--- src/rtl/pucch_alpha_scheduler.sv ---
// ---------------------------------------------------------------------------
// pucch_alpha_scheduler
//
// Purpose: per-slot sequencer for the 12-point cyclic-shift alpha generator
// (PUCCH formats 0/1 and PUCCH DMRS). A slot request latches and validates
// the configuration and starts the generator. The block then waits for the
// generator to report ready and pulls one alpha per OFDM symbol. Symbols
// before the allocation start are discarded. In-allocation alphas are
// streamed downstream over a valid/ready handshake.
//
// Ports:
//   clk, rst           clock, asynchronous active-high reset
//   i_slot_req         one-cycle request, samples i_cfg_*
//   i_cfg_*            slot config (nslot, nid, m0, mcs, start_sym, nrof_sym)
//   o_gen_start/get    one-cycle pulses to the generator
//   o_gen_m0/mcs/nslot/nid   latched config driven to the generator
//   i_gen_can_get      generator ready to serve gets
//   i_gen_alpha/valid  generator result, one valid cycle per get
//   o_alpha/o_sym_idx/o_last/o_alpha_valid, i_alpha_ready   output stream
//   o_busy, o_done, o_err, o_err_code   status
// ---------------------------------------------------------------------------
module pucch_alpha_scheduler #(
   parameter int N_SLOT_SYMB   = 14,
   parameter int READY_TIMEOUT = 4096,
   parameter int VALID_TIMEOUT = 64
) (
   input  logic       clk,
   input  logic       rst,
   input  logic       i_slot_req,
   input  logic [7:0] i_cfg_nslot,
   input  logic [9:0] i_cfg_nid,
   input  logic [3:0] i_cfg_m0,
   input  logic [3:0] i_cfg_mcs,
   input  logic [3:0] i_cfg_start_sym,
   input  logic [3:0] i_cfg_nrof_sym,
   output logic       o_gen_start,
   output logic       o_gen_get,
   output logic [3:0] o_gen_m0,
   output logic [3:0] o_gen_mcs,
   output logic [7:0] o_gen_nslot,
   output logic [9:0] o_gen_nid,
   input  logic       i_gen_can_get,
   input  logic [4:0] i_gen_alpha,
   input  logic       i_gen_valid,
   output logic [3:0] o_alpha,
   output logic [3:0] o_sym_idx,
   output logic       o_alpha_valid,
   input  logic       i_alpha_ready,
   output logic       o_last,
   output logic       o_busy,
   output logic       o_done,
   output logic       o_err,
   output logic [1:0] o_err_code
);

   // One timeout counter is shared by WAIT_RDY and WAIT_VAL; it is sized
   // for the larger of the two limits.
   localparam int TMO_MAX = (READY_TIMEOUT > VALID_TIMEOUT) ? READY_TIMEOUT : VALID_TIMEOUT;
   localparam int TW      = $clog2(TMO_MAX) + 1;
   localparam logic [TW-1:0] RDY_LIM = TW'(READY_TIMEOUT - 1);
   localparam logic [TW-1:0] VAL_LIM = TW'(VALID_TIMEOUT - 1);
   localparam logic [4:0]    NSYM    = 5'(N_SLOT_SYMB);

   typedef enum logic [2:0] {
      S_IDLE, S_START, S_WAIT_RDY, S_ISSUE, S_WAIT_VAL, S_OUTPUT, S_DONE
   } state_t;

   state_t        state_q, state_d;
   logic [7:0]    nslot_q, nslot_d;
   logic [9:0]    nid_q, nid_d;
   logic [3:0]    m0_q, m0_d, mcs_q, mcs_d;
   logic [3:0]    start_q, start_d, nrof_q, nrof_d;
   logic [3:0]    sym_q, sym_d;
   logic [TW-1:0] tmo_q, tmo_d;
   logic [3:0]    alpha_q, alpha_d, idx_q, idx_d;
   logic          last_q, last_d;
   logic          err_q, err_d;
   logic [1:0]    code_q, code_d;

   logic [4:0]    cfg_sum;
   logic          cfg_bad;
   logic [4:0]    last_sym;

   // Alpha values of 12 or more are passed through truncated; bit 4 is dropped.
   logic          unused_alpha_msb;
   assign unused_alpha_msb = i_gen_alpha[4];

   // The range check is done at 5 bits so start_sym + nrof_sym cannot wrap.
   assign cfg_sum  = {1'b0, i_cfg_start_sym} + {1'b0, i_cfg_nrof_sym};
   assign cfg_bad  = (i_cfg_m0 > 4'd11) || (i_cfg_mcs > 4'd11) ||
                     (i_cfg_nslot > 8'd159) || (i_cfg_nrof_sym == 4'd0) ||
                     (cfg_sum > NSYM);
   assign last_sym = {1'b0, start_q} + {1'b0, nrof_q} - 5'd1;

   always_ff @(posedge clk or posedge rst) begin
      if (rst) begin
         state_q <= S_IDLE;
         nslot_q <= '0;
         nid_q   <= '0;
         m0_q    <= '0;
         mcs_q   <= '0;
         start_q <= '0;
         nrof_q  <= '0;
         sym_q   <= '0;
         tmo_q   <= '0;
         alpha_q <= '0;
         idx_q   <= '0;
         last_q  <= 1'b0;
         err_q   <= 1'b0;
         code_q  <= '0;
      end else begin
         state_q <= state_d;
         nslot_q <= nslot_d;
         nid_q   <= nid_d;
         m0_q    <= m0_d;
         mcs_q   <= mcs_d;
         start_q <= start_d;
         nrof_q  <= nrof_d;
         sym_q   <= sym_d;
         tmo_q   <= tmo_d;
         alpha_q <= alpha_d;
         idx_q   <= idx_d;
         last_q  <= last_d;
         err_q   <= err_d;
         code_q  <= code_d;
      end
   end

   always_comb begin
      state_d = state_q;
      nslot_d = nslot_q;
      nid_d   = nid_q;
      m0_d    = m0_q;
      mcs_d   = mcs_q;
      start_d = start_q;
      nrof_d  = nrof_q;
      sym_d   = sym_q;
      tmo_d   = tmo_q;
      alpha_d = alpha_q;
      idx_d   = idx_q;
      last_d  = last_q;
      err_d   = 1'b0;
      code_d  = code_q;
      case (state_q)
         S_IDLE: begin
            if (i_slot_req) begin
               if (cfg_bad) begin
                  err_d  = 1'b1;
                  code_d = 2'd1;
               end else begin
                  // Only accepted requests update the latch, so the
                  // generator config stays stable across rejected ones.
                  nslot_d = i_cfg_nslot;
                  nid_d   = i_cfg_nid;
                  m0_d    = i_cfg_m0;
                  mcs_d   = i_cfg_mcs;
                  start_d = i_cfg_start_sym;
                  nrof_d  = i_cfg_nrof_sym;
                  state_d = S_START;
               end
            end
         end
         S_START: begin
            sym_d   = '0;
            tmo_d   = '0;
            state_d = S_WAIT_RDY;
         end
         S_WAIT_RDY: begin
            if (i_gen_can_get) begin
               state_d = S_ISSUE;
            end else if (tmo_q == RDY_LIM) begin
               err_d   = 1'b1;
               code_d  = 2'd2;
               state_d = S_IDLE;
            end else begin
               tmo_d = tmo_q + TW'(1);
            end
         end
         S_ISSUE: begin
            tmo_d   = '0;
            state_d = S_WAIT_VAL;
         end
         S_WAIT_VAL: begin
            if (i_gen_valid) begin
               if (sym_q < start_q) begin
                  sym_d   = sym_q + 4'd1;
                  state_d = S_ISSUE;
               end else begin
                  alpha_d = i_gen_alpha[3:0];
                  idx_d   = sym_q;
                  last_d  = ({1'b0, sym_q} == last_sym);
                  state_d = S_OUTPUT;
               end
            end else if (tmo_q == VAL_LIM) begin
               err_d   = 1'b1;
               code_d  = 2'd3;
               state_d = S_IDLE;
            end else begin
               tmo_d = tmo_q + TW'(1);
            end
         end
         S_OUTPUT: begin
            if (i_alpha_ready) begin
               if (last_q) begin
                  state_d = S_DONE;
               end else begin
                  sym_d   = sym_q + 4'd1;
                  state_d = S_ISSUE;
               end
            end
         end
         S_DONE: begin
            state_d = S_IDLE;
         end
         default: begin
            state_d = S_IDLE;
         end
      endcase
   end

   // Pulses and valid are decoded from the state, so an asynchronous reset
   // clears them immediately.
   assign o_gen_start   = (state_q == S_START);
   assign o_gen_get     = (state_q == S_ISSUE);
   assign o_alpha_valid = (state_q == S_OUTPUT);
   assign o_done        = (state_q == S_DONE);
   assign o_busy        = (state_q != S_IDLE);
   assign o_gen_m0      = m0_q;
   assign o_gen_mcs     = mcs_q;
   assign o_gen_nslot   = nslot_q;
   assign o_gen_nid     = nid_q;
   assign o_alpha       = alpha_q;
   assign o_sym_idx     = idx_q;
   assign o_last        = last_q;
   assign o_err         = err_q;
   assign o_err_code    = code_q;

endmodule

--- config.mk ---
export PLATFORM = sky130hd
export DESIGN_NAME = pucch_alpha_scheduler
export DESIGN_NICKNAME = d
export VERILOG_FILES = /design/src/rtl/pucch_alpha_scheduler.sv
export SDC_FILE = /design/constraint.sdc
export NUM_CORES = 1
export LEC_CHECK = 0
export ABC_AREA = 0
export BUFFER_PORTS_ARGS = -buffer_cell sky130_fd_sc_hd__buf_4
export CORE_UTILIZATION = 58
export CTS_CLUSTER_DIAMETER = 150
export DETAILED_ROUTE_END_ITERATION = 6
export PLACE_DENSITY = 0.95
export SKIP_CTS_REPAIR_TIMING = 1
export SLEW_MARGIN = 25
export SYNTH_ARGS = -nofsm -noshare
export SYNTH_HDL_FRONTEND = slang
export SYNTH_SLANG_ARGS = --single-unit
--- constraint.sdc ---
create_clock -name clk -period 4.5 [get_ports clk]
set_input_delay 0.45 -clock clk [delete_from_list [all_inputs] [get_ports clk]]
set_output_delay 0.45 -clock clk [all_outputs]
set_load 0.01 [all_outputs]
==> results.cfg <==
[run_status]
status = complete, no violations

[route]
dr_total_vias = 2732
ant_nets = 0
avgRoutedWirePerCell_um = 16.5
postRouteWirelength_um = 7960
drt-vias-per-instance = 5.66
drcViolationCount = 0
firstDrtPassIters = 4
drt_iter0_markers = 113

[place]
dp_cells = 467
place_congestion = 0.872
hpwlAfterDp_um = 5960
io_buffers = 86

[logic_synthesis]
ys_ff_latch = 66
synth_seq_area_share_pct = 46.4
syn-cell-area_sq_mm = 0.00356
yosysWarningCount = 0
syn-instance-count = 313
synth_top_family_by_area = multiplexers
ys_types = 54
synth_xor_area_share_pct = 3.69
synth_edf_count = 0
yosys.area_share.simple_pct = 11.7
synth_fp_nets = 376
synthFlopType = dfrtp_1
synthMuxAreaShare_pct = 14.5
synth_compound_area_share_pct = 12.4
synth_fa_ha_area_share_pct = 6.75
synthArstFlopShare_pct = 100
avgSynthCellArea_sq_um = 11.4

[timing]
setup_viol = 0
skew_ns = 0.00555
period_share_pct = 62.3
hold_violations = 0
whs_ns = 0.158
rsz0062_at_grt = false
finalSetupTns_ns = 0
layout_min_cycle_time_ns = 2.80
maxSlewViolCount = 0
tightest_slew_ns = 0.762
fmax_mhz = 357
slew_headroom_pct = 49.1

[power_and_ir_drop]
total_power_w = 0.00268
ir_worst_vdd_uv = 411
power_switching_w = 0.000977
p_clk_share_pct = 18.9
p_sw_share_pct = 36.4
powerDensity_mw_per_mm2 = 603
seqPwrFrac_pct = 35.3
leakagePower_nw = 2.20
p_int_w = 0.00170
share_comb_of_total_power_pct = 45.8

[final_layout]
seq_area_sq_mm = 0.00165
fillCellCount = 395
final_util_pct = 75.1
fin_nets = 466
final_cell_mix = 89 x buf_4, 66 x dfrtp_1, 24 x mux2_4, 23 x nor2_1, 22 x inv_1
diodes = 0
drive_gt1_share_pct = 37.7
layout_commonest_cell = buf_4
multi_input_area_sq_mm = 0.00175
layout.cells.non_filler = 483
area_growth_pct = 24.9

[floorplan]
die_x_um = 80.4
die_height_um = 80.4
die_area_sq_mm = 0.00646
num_rows = 28
io_pins = 88
start_util_pct = 60.1
design.core.area_sq_mm = 0.00592

[setup_path]
r2r-start = start_q[1]
crit_buf_inv = 2
path_cells = buf_4, ha_1, fa_1, xor2_1, and3_1, a31oi_2, and3_2, buf_4, mux2_2
reg2regPathDepth = 10
cp-end-kind = flop
crit_family = simple AND/OR/NAND/NOR gates
reg2reg_slack_ns = 1.95
worst_path_most_repeated_cell = buf_4
cpPeakStageDelay_ns = 0.48
rr_endpoint = o_last
crit_required_ns = 4.73
arrival_ns = 3.03
worstSetupPathType = input pin to flop
cp_slowest_cell = and3_2
start_kind = input pin
worst-path-max-fanout = 21

[clocking]
clock_path_buffers = 2
cts_buffers = 9
clock_latency_ns = 0.34
cts_tree = yes
cts_root_buf = clkbuf_8
htreeDepth = 3
path_clk_slew_ns = 0.08
clkSinkCount = 66

[hold_path]
worstHoldPathType = input pin to asynchronous set/reset pin

[run]
maxCapViolations = 0

[global_route]
antenna_found_initial = 0
grt_max_degree = 41
grt_pass1_wl_um = 12600
gr-total-overflow = 0
grt_pass1_vias = 2731
track_usage_pct = 26.1
-- cell type report --
type / instances / share of cell area [%]
Tap cell: 75 / 2.11
Clock inverter: 7 / 1.72
Multi-Input combinational cell: 214 / 39.3
Inverter: 23 / 1.94
Sequential cell: 66 / 37.1
Clock buffer: 9 / 2.79
Timing Repair Buffer: 89 / 15.0
-- power by group through the flow --
| stage | Combinational, W | Sequential (W) | Clock (W) |
|---|---|---|---|
| after CTS | 0.00124 | 0.000948 | 0.000514 |
| after detailed placement | 0.00122 | 0.000956 | 0 |
| after global placement | 0.00117 | 0.000937 | 0 |
| after global routing | 0.00136 | 0.000972 | 0.000543 |
| after floorplan | 0.000766 | 0.000969 | 0 |
| final | 0.00123 | 0.000948 | 0.000506 |
-- routing by layer --
metal  up-vias  GRT usage, %  part of all wire (%)
met4         0          10.5                   1.8
met5         -             0                     0
met3        16          5.57                   6.5
met1      1329          31.1                    41
met2        97          45.3                    50
li1       1290             -                     -
-- synth_stat cells, types with 3 or more instances --
library cell | count | area [sq um]
mux2_2 | 12 | 135
o21ai_0 | 19 | 95.1
nor2_1 | 23 | 86.3
mux2_4 | 24 | 360
ha_1 | 16 | 200
nand2b_1 | 7 | 43.8
xor2_1 | 13 | 114
nor2b_1 | 3 | 18.8
nand2_1 | 17 | 63.8
a21oi_1 | 11 | 55.1
a21o_1 | 4 | 30.0
dfrtp_1 | 66 | 1650
o2111ai_1 | 5 | 43.8
nor3_1 | 3 | 15.0
and3_1 | 6 | 37.5
nand3_1 | 5 | 25.0
clkbuf_1 | 4 | 15.0
o211ai_1 | 3 | 22.5
inv_1 | 23 | 86.3
-- registers in the layout, summed over array words and instances (netlist names) --
register and count:
o_alpha 4, state_q 3, o_err_code 2, o_gen_nid 10, start_q 4, o_gen_nslot 8, o_gen_m0 4, o_gen_mcs 4
o_last 1, nrof_q 4, o_err 1, tmo_q 13, sym_q 4, o_sym_idx 4
-- cell families (layout without fill, tap and decap cells) --
family | Yosys count | after routing
buffers and inverters | 33 | 128
AOI/OAI and AO/OA | 63 | 63
xor gates and xnor gates | 15 | 15
DFF | 66 | 66
and+or+nand+nor | 80 | 80
adders and majority gates | 18 | 18
muxes | 38 | 38
-- metrics by stage --
| stage | setup slack [ns] | instance area, sq um |
|---|---|---|
| after CTS | 1.71 | 4450 |
| after floorplan | 2.01 | 3560 |
| after global routing | 1.59 | 4450 |
| after detailed placement | 1.35 | 4250 |
| final | 1.70 | 4450 |
| after global placement | 1.43 | 4250 |
-- worst reg2reg max path: cells and delay by family (launching register included) --
family | cells | cell delay, ns
adders and majority gates | 3 | 0.89
AOI/OAI and AO/OA | 2 | 0.63
DFF | 1 | 0.37
muxes | 1 | 0.26
buffers and inverters | 3 | 0.22
xor gates and xnor gates | 1 | 0.14
-- worst max-delay path by stage --
stage                  startpoint            to  slack (ns)  cells after the start
2_1_floorplan  i_cfg_start_sym[0]   o_gen_m0[0]        2.01                      9
3_3_place_gp   i_cfg_start_sym[0]  o_gen_nid[7]        1.43                      9
3_5_place_dp   i_cfg_start_sym[0]  o_gen_nid[6]        1.35                      9
4_1_cts        i_cfg_start_sym[0]  o_gen_nid[6]        1.71                      9
5_1_grt        i_cfg_start_sym[0]  o_gen_nid[6]        1.59                      9
6_report       i_cfg_start_sym[0]  o_gen_nid[6]        1.70                      9
Power figures use the tool's default switching activity.
